`config.mk`:
```
export PLATFORM = sky130hd
export DESIGN_NAME = lsu_mem_stage
export DESIGN_NICKNAME = d
export VERILOG_FILES = /design/src/rtl/lsu_pkg.sv /design/src/rtl/lsu_lane_align.sv /design/src/rtl/lsu_mem_stage.sv
export SDC_FILE = /design/constraint.sdc
export NUM_CORES = 1
export LEC_CHECK = 0
export CAP_MARGIN = 20
export CORE_MARGIN = 2
export CORE_UTILIZATION = 35
export CTS_CLUSTER_SIZE = 14
export DETAILED_ROUTE_END_ITERATION = 7
export GPL_ROUTABILITY_DRIVEN = 1
export MAX_ROUTING_LAYER = met4
export PLACE_DENSITY_LB_ADDON = 0.12
export SKIP_CTS_REPAIR_TIMING = 1
export SYNTH_ARGS = -nofsm -noshare
export SYNTH_HDL_FRONTEND = slang
export SYNTH_HIERARCHICAL = 1
export SYNTH_SLANG_ARGS = --single-unit
```
`constraint.sdc`:
```
create_clock -name clk -period 2.55 [get_ports clk]
set_input_delay 0.255 -clock clk [delete_from_list [all_inputs] [get_ports clk]]
set_output_delay 0.255 -clock clk [all_outputs]
set_load 0.05 [all_outputs]
```
`src/rtl/lsu_pkg.sv`:
```
// rtl/lsu_pkg.sv - shared encodings and request legality check for the load/store unit
package lsu_pkg;

  localparam logic [2:0] F3_B  = 3'b000;
  localparam logic [2:0] F3_H  = 3'b001;
  localparam logic [2:0] F3_W  = 3'b010;
  localparam logic [2:0] F3_BU = 3'b100;
  localparam logic [2:0] F3_HU = 3'b101;

  localparam logic [1:0] S_IDLE   = 2'b00;
  localparam logic [1:0] S_ACCESS = 2'b01;
  localparam logic [1:0] S_RESP   = 2'b10;

  typedef enum logic [1:0] {
    SZ_BYTE = 2'd0,
    SZ_HALF = 2'd1,
    SZ_WORD = 2'd2
  } lsu_size_e;

  function automatic lsu_size_e f3_size(input logic [2:0] f3);
    lsu_size_e sz;
    case (f3[1:0])
      2'b00:   sz = SZ_BYTE;
      2'b01:   sz = SZ_HALF;
      default: sz = SZ_WORD;
    endcase
    return sz;
  endfunction

  // Stores only exist for B/H/W; loads add the unsigned BU/HU forms.
  function automatic logic req_ok(input logic we, input logic [2:0] f3, input logic [1:0] lo);
    logic legal;
    logic aligned;
    if (we) legal = (f3 == F3_B) || (f3 == F3_H) || (f3 == F3_W);
    else    legal = (f3 == F3_B) || (f3 == F3_H) || (f3 == F3_W) ||
                    (f3 == F3_BU) || (f3 == F3_HU);
    case (f3_size(f3))
      SZ_HALF: aligned = (lo[0] == 1'b0);
      SZ_WORD: aligned = (lo == 2'b00);
      default: aligned = 1'b1;
    endcase
    return legal && aligned;
  endfunction

endpackage

```
`src/rtl/lsu_lane_align.sv`:
```
// rtl/lsu_lane_align.sv - store lane replication/strobes and load lane extract/extend
module lsu_lane_align
  import lsu_pkg::*;
(
  input  logic [2:0]  st_funct3,
  input  logic [1:0]  st_addr_lo,
  input  logic [31:0] st_data,
  output logic [31:0] st_wdata,
  output logic [3:0]  st_wstrb,
  input  logic [2:0]  ld_funct3,
  input  logic [1:0]  ld_addr_lo,
  input  logic [31:0] ld_word,
  output logic [31:0] ld_data
);

  logic [31:0] ld_shifted;

  always_comb begin
    st_wdata = st_data;
    st_wstrb = 4'b1111;
    case (f3_size(st_funct3))
      SZ_BYTE: begin
        st_wdata = {4{st_data[7:0]}};
        st_wstrb = 4'b0001 << st_addr_lo;
      end
      SZ_HALF: begin
        st_wdata = {2{st_data[15:0]}};
        st_wstrb = 4'b0011 << st_addr_lo;
      end
      default: ;
    endcase
  end

  // Bring the addressed lane down to bit 0 before extending.
  always_comb begin
    ld_shifted = ld_word >> {ld_addr_lo, 3'b000};
    case (ld_funct3)
      F3_B:    ld_data = {{24{ld_shifted[7]}}, ld_shifted[7:0]};
      F3_BU:   ld_data = {24'h0, ld_shifted[7:0]};
      F3_H:    ld_data = {{16{ld_shifted[15]}}, ld_shifted[15:0]};
      F3_HU:   ld_data = {16'h0, ld_shifted[15:0]};
      default: ld_data = ld_word;
    endcase
  end

endmodule

```
`src/rtl/lsu_mem_stage.sv`:
```
// rtl/lsu_mem_stage.sv - handshaked load/store unit: FSM, request latches, timeout, response
module lsu_mem_stage
  import lsu_pkg::*;
#(
  parameter int unsigned TIMEOUT = 16
) (
  input  logic        clk,
  input  logic        rst,
  input  logic        req_valid,
  output logic        req_ready,
  input  logic        req_we,
  input  logic [2:0]  req_funct3,
  input  logic [31:0] req_addr,
  input  logic [31:0] req_wdata,
  output logic        resp_valid,
  output logic        resp_err,
  output logic [31:0] resp_rdata,
  output logic        busy,
  output logic        mem_req,
  output logic        mem_we,
  output logic [31:0] mem_addr,
  output logic [31:0] mem_wdata,
  output logic [3:0]  mem_wstrb,
  input  logic        mem_ack,
  input  logic [31:0] mem_rdata
);

  localparam int CW = (TIMEOUT > 1) ? $clog2(TIMEOUT) : 1;

  logic [1:0]    state_q, state_d;
  logic          we_q, we_d;
  logic [2:0]    funct3_q, funct3_d;
  logic [1:0]    addr_lo_q, addr_lo_d;
  logic [31:0]   mem_addr_q, mem_addr_d;
  logic [31:0]   mem_wdata_q, mem_wdata_d;
  logic [3:0]    mem_wstrb_q, mem_wstrb_d;
  logic          mem_we_q, mem_we_d;
  logic [CW-1:0] cnt_q, cnt_d;
  logic          resp_err_q, resp_err_d;
  logic [31:0]   resp_rdata_q, resp_rdata_d;

  logic          req_legal;
  logic          timed_out;
  logic [31:0]   st_wdata;
  logic [3:0]    st_wstrb;
  logic [31:0]   ld_data;

  lsu_lane_align u_align (
    .st_funct3  (req_funct3),
    .st_addr_lo (req_addr[1:0]),
    .st_data    (req_wdata),
    .st_wdata   (st_wdata),
    .st_wstrb   (st_wstrb),
    .ld_funct3  (funct3_q),
    .ld_addr_lo (addr_lo_q),
    .ld_word    (mem_rdata),
    .ld_data    (ld_data)
  );

  assign req_legal = req_ok(req_we, req_funct3, req_addr[1:0]);
  assign timed_out = (TIMEOUT != 0) && (cnt_q == CW'(TIMEOUT - 1));

  always_comb begin
    state_d      = state_q;
    we_d         = we_q;
    funct3_d     = funct3_q;
    addr_lo_d    = addr_lo_q;
    mem_addr_d   = mem_addr_q;
    mem_wdata_d  = mem_wdata_q;
    mem_wstrb_d  = mem_wstrb_q;
    mem_we_d     = mem_we_q;
    cnt_d        = cnt_q;
    resp_err_d   = resp_err_q;
    resp_rdata_d = resp_rdata_q;
    case (state_q)
      S_IDLE: begin
        if (req_valid) begin
          we_d       = req_we;
          funct3_d   = req_funct3;
          addr_lo_d  = req_addr[1:0];
          mem_addr_d = {req_addr[31:2], 2'b00};
          cnt_d      = '0;
          if (req_legal) begin
            mem_wdata_d = st_wdata;
            mem_wstrb_d = req_we ? st_wstrb : 4'b0000;
            mem_we_d    = req_we;
            state_d     = S_ACCESS;
          end else begin
            // Rejected requests answer with an error without touching memory.
            resp_err_d   = 1'b1;
            resp_rdata_d = 32'h0;
            state_d      = S_RESP;
          end
        end
      end
      S_ACCESS: begin
        cnt_d = cnt_q + CW'(1);
        if (mem_ack || timed_out) begin
          resp_err_d   = !mem_ack;
          resp_rdata_d = (mem_ack && !we_q) ? ld_data : 32'h0;
          mem_we_d     = 1'b0;
          mem_wstrb_d  = 4'b0000;
          state_d      = S_RESP;
        end
      end
      S_RESP: begin
        resp_err_d   = 1'b0;
        resp_rdata_d = 32'h0;
        state_d      = S_IDLE;
      end
      default: state_d = S_IDLE;
    endcase
  end

  always_ff @(posedge clk) begin
    if (rst) begin
      state_q      <= S_IDLE;
      we_q         <= 1'b0;
      funct3_q     <= 3'b000;
      addr_lo_q    <= 2'b00;
      mem_addr_q   <= 32'h0;
      mem_wdata_q  <= 32'h0;
      mem_wstrb_q  <= 4'b0000;
      mem_we_q     <= 1'b0;
      cnt_q        <= '0;
      resp_err_q   <= 1'b0;
      resp_rdata_q <= 32'h0;
    end else begin
      state_q      <= state_d;
      we_q         <= we_d;
      funct3_q     <= funct3_d;
      addr_lo_q    <= addr_lo_d;
      mem_addr_q   <= mem_addr_d;
      mem_wdata_q  <= mem_wdata_d;
      mem_wstrb_q  <= mem_wstrb_d;
      mem_we_q     <= mem_we_d;
      cnt_q        <= cnt_d;
      resp_err_q   <= resp_err_d;
      resp_rdata_q <= resp_rdata_d;
    end
  end

  assign req_ready  = (state_q == S_IDLE);
  assign busy       = (state_q != S_IDLE);
  assign mem_req    = (state_q == S_ACCESS);
  assign resp_valid = (state_q == S_RESP);
  assign resp_err   = resp_err_q;
  assign resp_rdata = resp_rdata_q;
  assign mem_we     = mem_we_q;
  assign mem_addr   = mem_addr_q;
  assign mem_wdata  = mem_wdata_q;
  assign mem_wstrb  = mem_wstrb_q;

endmodule

```
==> flow_summary_export.csv <==
group,metric,value,unit
routing,drtPass1Iterations,6,
grt,grt_pass1_vias,4815,
synth,synthFlopType,"dfxtp_1",
synth,synth_edf_count,0,
setup_path,slowest_delay,0.88,ns
worst_hold_path,whs_path_depth,2,
routing,drt-wirelength-per-cell,15.9,µm
synth,yosysWarnings,6,
timing,fin_crit,2.38,ns
setup_path,rr_worst_depth,5,
clock_network,clockBufferDepth,2,
grt,grt_max_degree,43,
synth,ys_ff_latch,112,
routing,drtAntennaViolNets,0,
floorplanning,dieArea,15400,µm²
floorplanning,pin_count,210,
worst_hold_path,hold_path_end,"mem_addr[25]",
setup_path,path_delay_family,"buffers and inverters",
finish,diodes,0,
finish,multiInputGateArea,2520,µm²
setup_path,crit_type,"register to primary output",
setup_path,cp.arrival,2.12,ns
synth,synth.area.top_cells,"dfxtp_1, nand2_1, a21oi_1, a22o_2, mux2_2",
floorplanning,fp.dieH,124,µm
routing,vias_per_cell,5.09,
timing,tns,0,ns
grt,grtUsageTotal,0.203,
finish,drive_above_1_share,0.124,
placement,place.detailed.hpwl,11300,µm
grt,grt-ovfl-total,0,
setup_path,cp-end-kind,"primary output",
grt,antenna_found_initial,0,
power,combPwrFrac,0.242,
clock_network,clock_latency,0.35,ns
clock_network,cts-root-buf,"clkbuf_16",
synth,synth_top_area_frac,0.443,
grt,grt_pass1_wl,23600,µm
placement,gp_congestion,0.842,
synth,yosysUniqueCellTypes,46,
timing,slew_viol_final,0,
timing,max_freq,421,MHz
setup_path,setup.worst_path.start_class,"register",
synth,synth_cells,612,
floorplanning,die_x,124,µm
power,vdd_drop_max,0.454,mV
synth,synth.largest_area_cell,"dfxtp_1",
timing,rsz0062_at_grt,"false",
worst_hold_path,min_path_type,"input port to register",
setup_path,cp_max_fo,10,
finish,syn_to_final_growth,49.9,%
floorplanning,row_count,43,
power,cellPowerDensity,588,nW/µm²
timing,worst_pin_slew,0.705,ns
routing,drt_wl_total,15600,µm
status,status,"complete, no violations",
routing,vias,5006,
power,power_frac_seq,0.420,
setup_path,r2r_start,"cnt_q[0]",
synth,syn_area_per_cell,8.26,µm²
routing,dr.first_iter.drc_count,319,
flow_run,maxCapViolations,0,
power,switchingPower,1.32,mW
setup_path,r2r_end,"mem_wstrb[2]",
clock_network,cts_tree,"built",
power,p_leak,2.85,nW
power,p_int,3.13,mW
timing,fin_skew,0.00478,ns
clock_network,htree_levels,3,
power,clockPowerShare,0.338,
clock_network,clkSinkCount,112,
setup_path,worstPathRequired,2.30,ns
clock_network,clk_pin_slew,0.07,ns
clock_network,cts_made_buffers,9,
timing,whs,0.280,ns
synth,synth_area,5060,µm²
setup_path,crit_path_cell_trace,"or2_0, clkdlybuf4s50_1",
power,swShare,0.297,
floorplanning,initial_core_util,0.361,
placement,portBuffers,207,
timing,relSlewSlack,0.526,
finish,final_common_cell,"clkdlybuf4s50_1",
setup_path,cpMaxStageDelayCell,"clkdlybuf4s50_1",
finish,final-seq-area,2240,µm²
floorplanning,coreArea,14000,µm²
routing,drc,0,
finish,final_cell_mix,"clkdlybuf4s50_1, nand2_1, dfxtp_1",
worst_hold_path,min_from,"rst",
timing,finalCritPeriodShare,0.932,
timing,setup_viol_count_final,0,
setup_path,rrSetupSlack,0.65,ns
timing,hold_viol,0,
finish,fin_nets,904,
synth,yosysSeqAreaShare,0.443,
setup_path,crit_buf_inv,1,
synth,synthArstFlopShare,0,
finish,fillers,1300,
metrics by stage:
| stage | cells | utilization | total power, mW | cell area (µm²) | setup slack, ns |
|---|---|---|---|---|---|
| 5_1_grt | 984 | 0.542 | 4.64 | 7580 | 0.0508 |
| 3_3_place_gp | 968 | 0.519 | 2.97 | 7260 | 0.317 |
| 6_report | 984 | 0.542 | 4.45 | 7580 | 0.173 |
| 2_1_floorplan | 613 | - | 2.56 | 5060 | 0.680 |
| 3_5_place_dp | 968 | 0.519 | 2.99 | 7260 | 0.324 |
| 4_1_cts | 984 | 0.542 | 4.50 | 7580 | 0.130 |
synth_stat cells (4+ instances only):
library cell / n
nand2_1: 193
dfxtp_1: 112
a21oi_1: 80
clkbuf_1: 32
a22o_2: 28
mux2_2: 22
o21ai_0: 21
nor2_1: 14
buf_4: 11
mux2i_1: 11
inv_1: 9
a22o_1: 8
o31ai_1: 8
a221oi_1: 6
a22oi_1: 5
buf_6: 5
buf_2: 4
layout make-up:
class | instances | share of cell area
Tap cell | 180 | 0.0297
Inverter | 9 | 0.00446
Timing Repair Buffer | 228 | 0.295
Clock buffer | 14 | 0.0375
Multi-Input combinational cell | 439 | 0.333
Sequential cell | 112 | 0.296
Clock inverter | 2 | 0.00462
power by group through the flow:
| stage | Sequential [mW] | Clock (mW) | Combinational (mW) |
|---|---|---|---|
| floorplan | 2.14 | 0 | 0.422 |
| global placement | 1.91 | 0 | 1.06 |
| detailed placement | 1.91 | 0 | 1.08 |
| CTS | 1.87 | 1.55 | 1.08 |
| global route | 1.88 | 1.61 | 1.15 |
| finish | 1.87 | 1.51 | 1.08 |
per-layer routing:
layer | vias to the layer above | GRT usage | wire length [µm]
li1 | 2456 | - | -
met1 | 2316 | 0.248 | 6980
met2 | 198 | 0.314 | 7130
met3 | 36 | 0.0678 | 1150
met4 | 0 | 0.0730 | 356
met5 | - | - | 0
how the worst max path moves through the flow:
stage          cells after the start              to  slack [ns]           from
4_1_cts                            2            busy        0.13     state_q[1]
5_1_grt                            3         mem_req        0.05     state_q[1]
3_5_place_dp                       5  resp_rdata[14]        0.32  mem_rdata[31]
3_3_place_gp                       5  resp_rdata[14]        0.32  mem_rdata[31]
6_report                           2            busy        0.17     state_q[1]
2_1_floorplan                      3       req_ready        0.68     state_q[1]
flip-flops by register name, indices dropped and copies added, names as in the netlist:
| register | cells |
|---|---|
| mem_wdata | 32 |
| resp_rdata | 32 |
| mem_addr | 30 |
| cnt_q | 4 |
| mem_wstrb | 4 |
| funct3_q | 3 |
| addr_lo_q | 2 |
| state_q | 2 |
| mem_we | 1 |
| resp_err | 1 |
| we_q | 1 |
cells by family after synthesis:
kind of cell	share of synthesized area
buffers and inverters	0.0626
other	0.000742
muxes	0.0752
adders and majority gates	0.00247
AOI/OAI and AO/OA	0.229
DFF	0.443
and+or+nand+nor	0.186
Note: power is estimated with default switching activity, not from simulation.
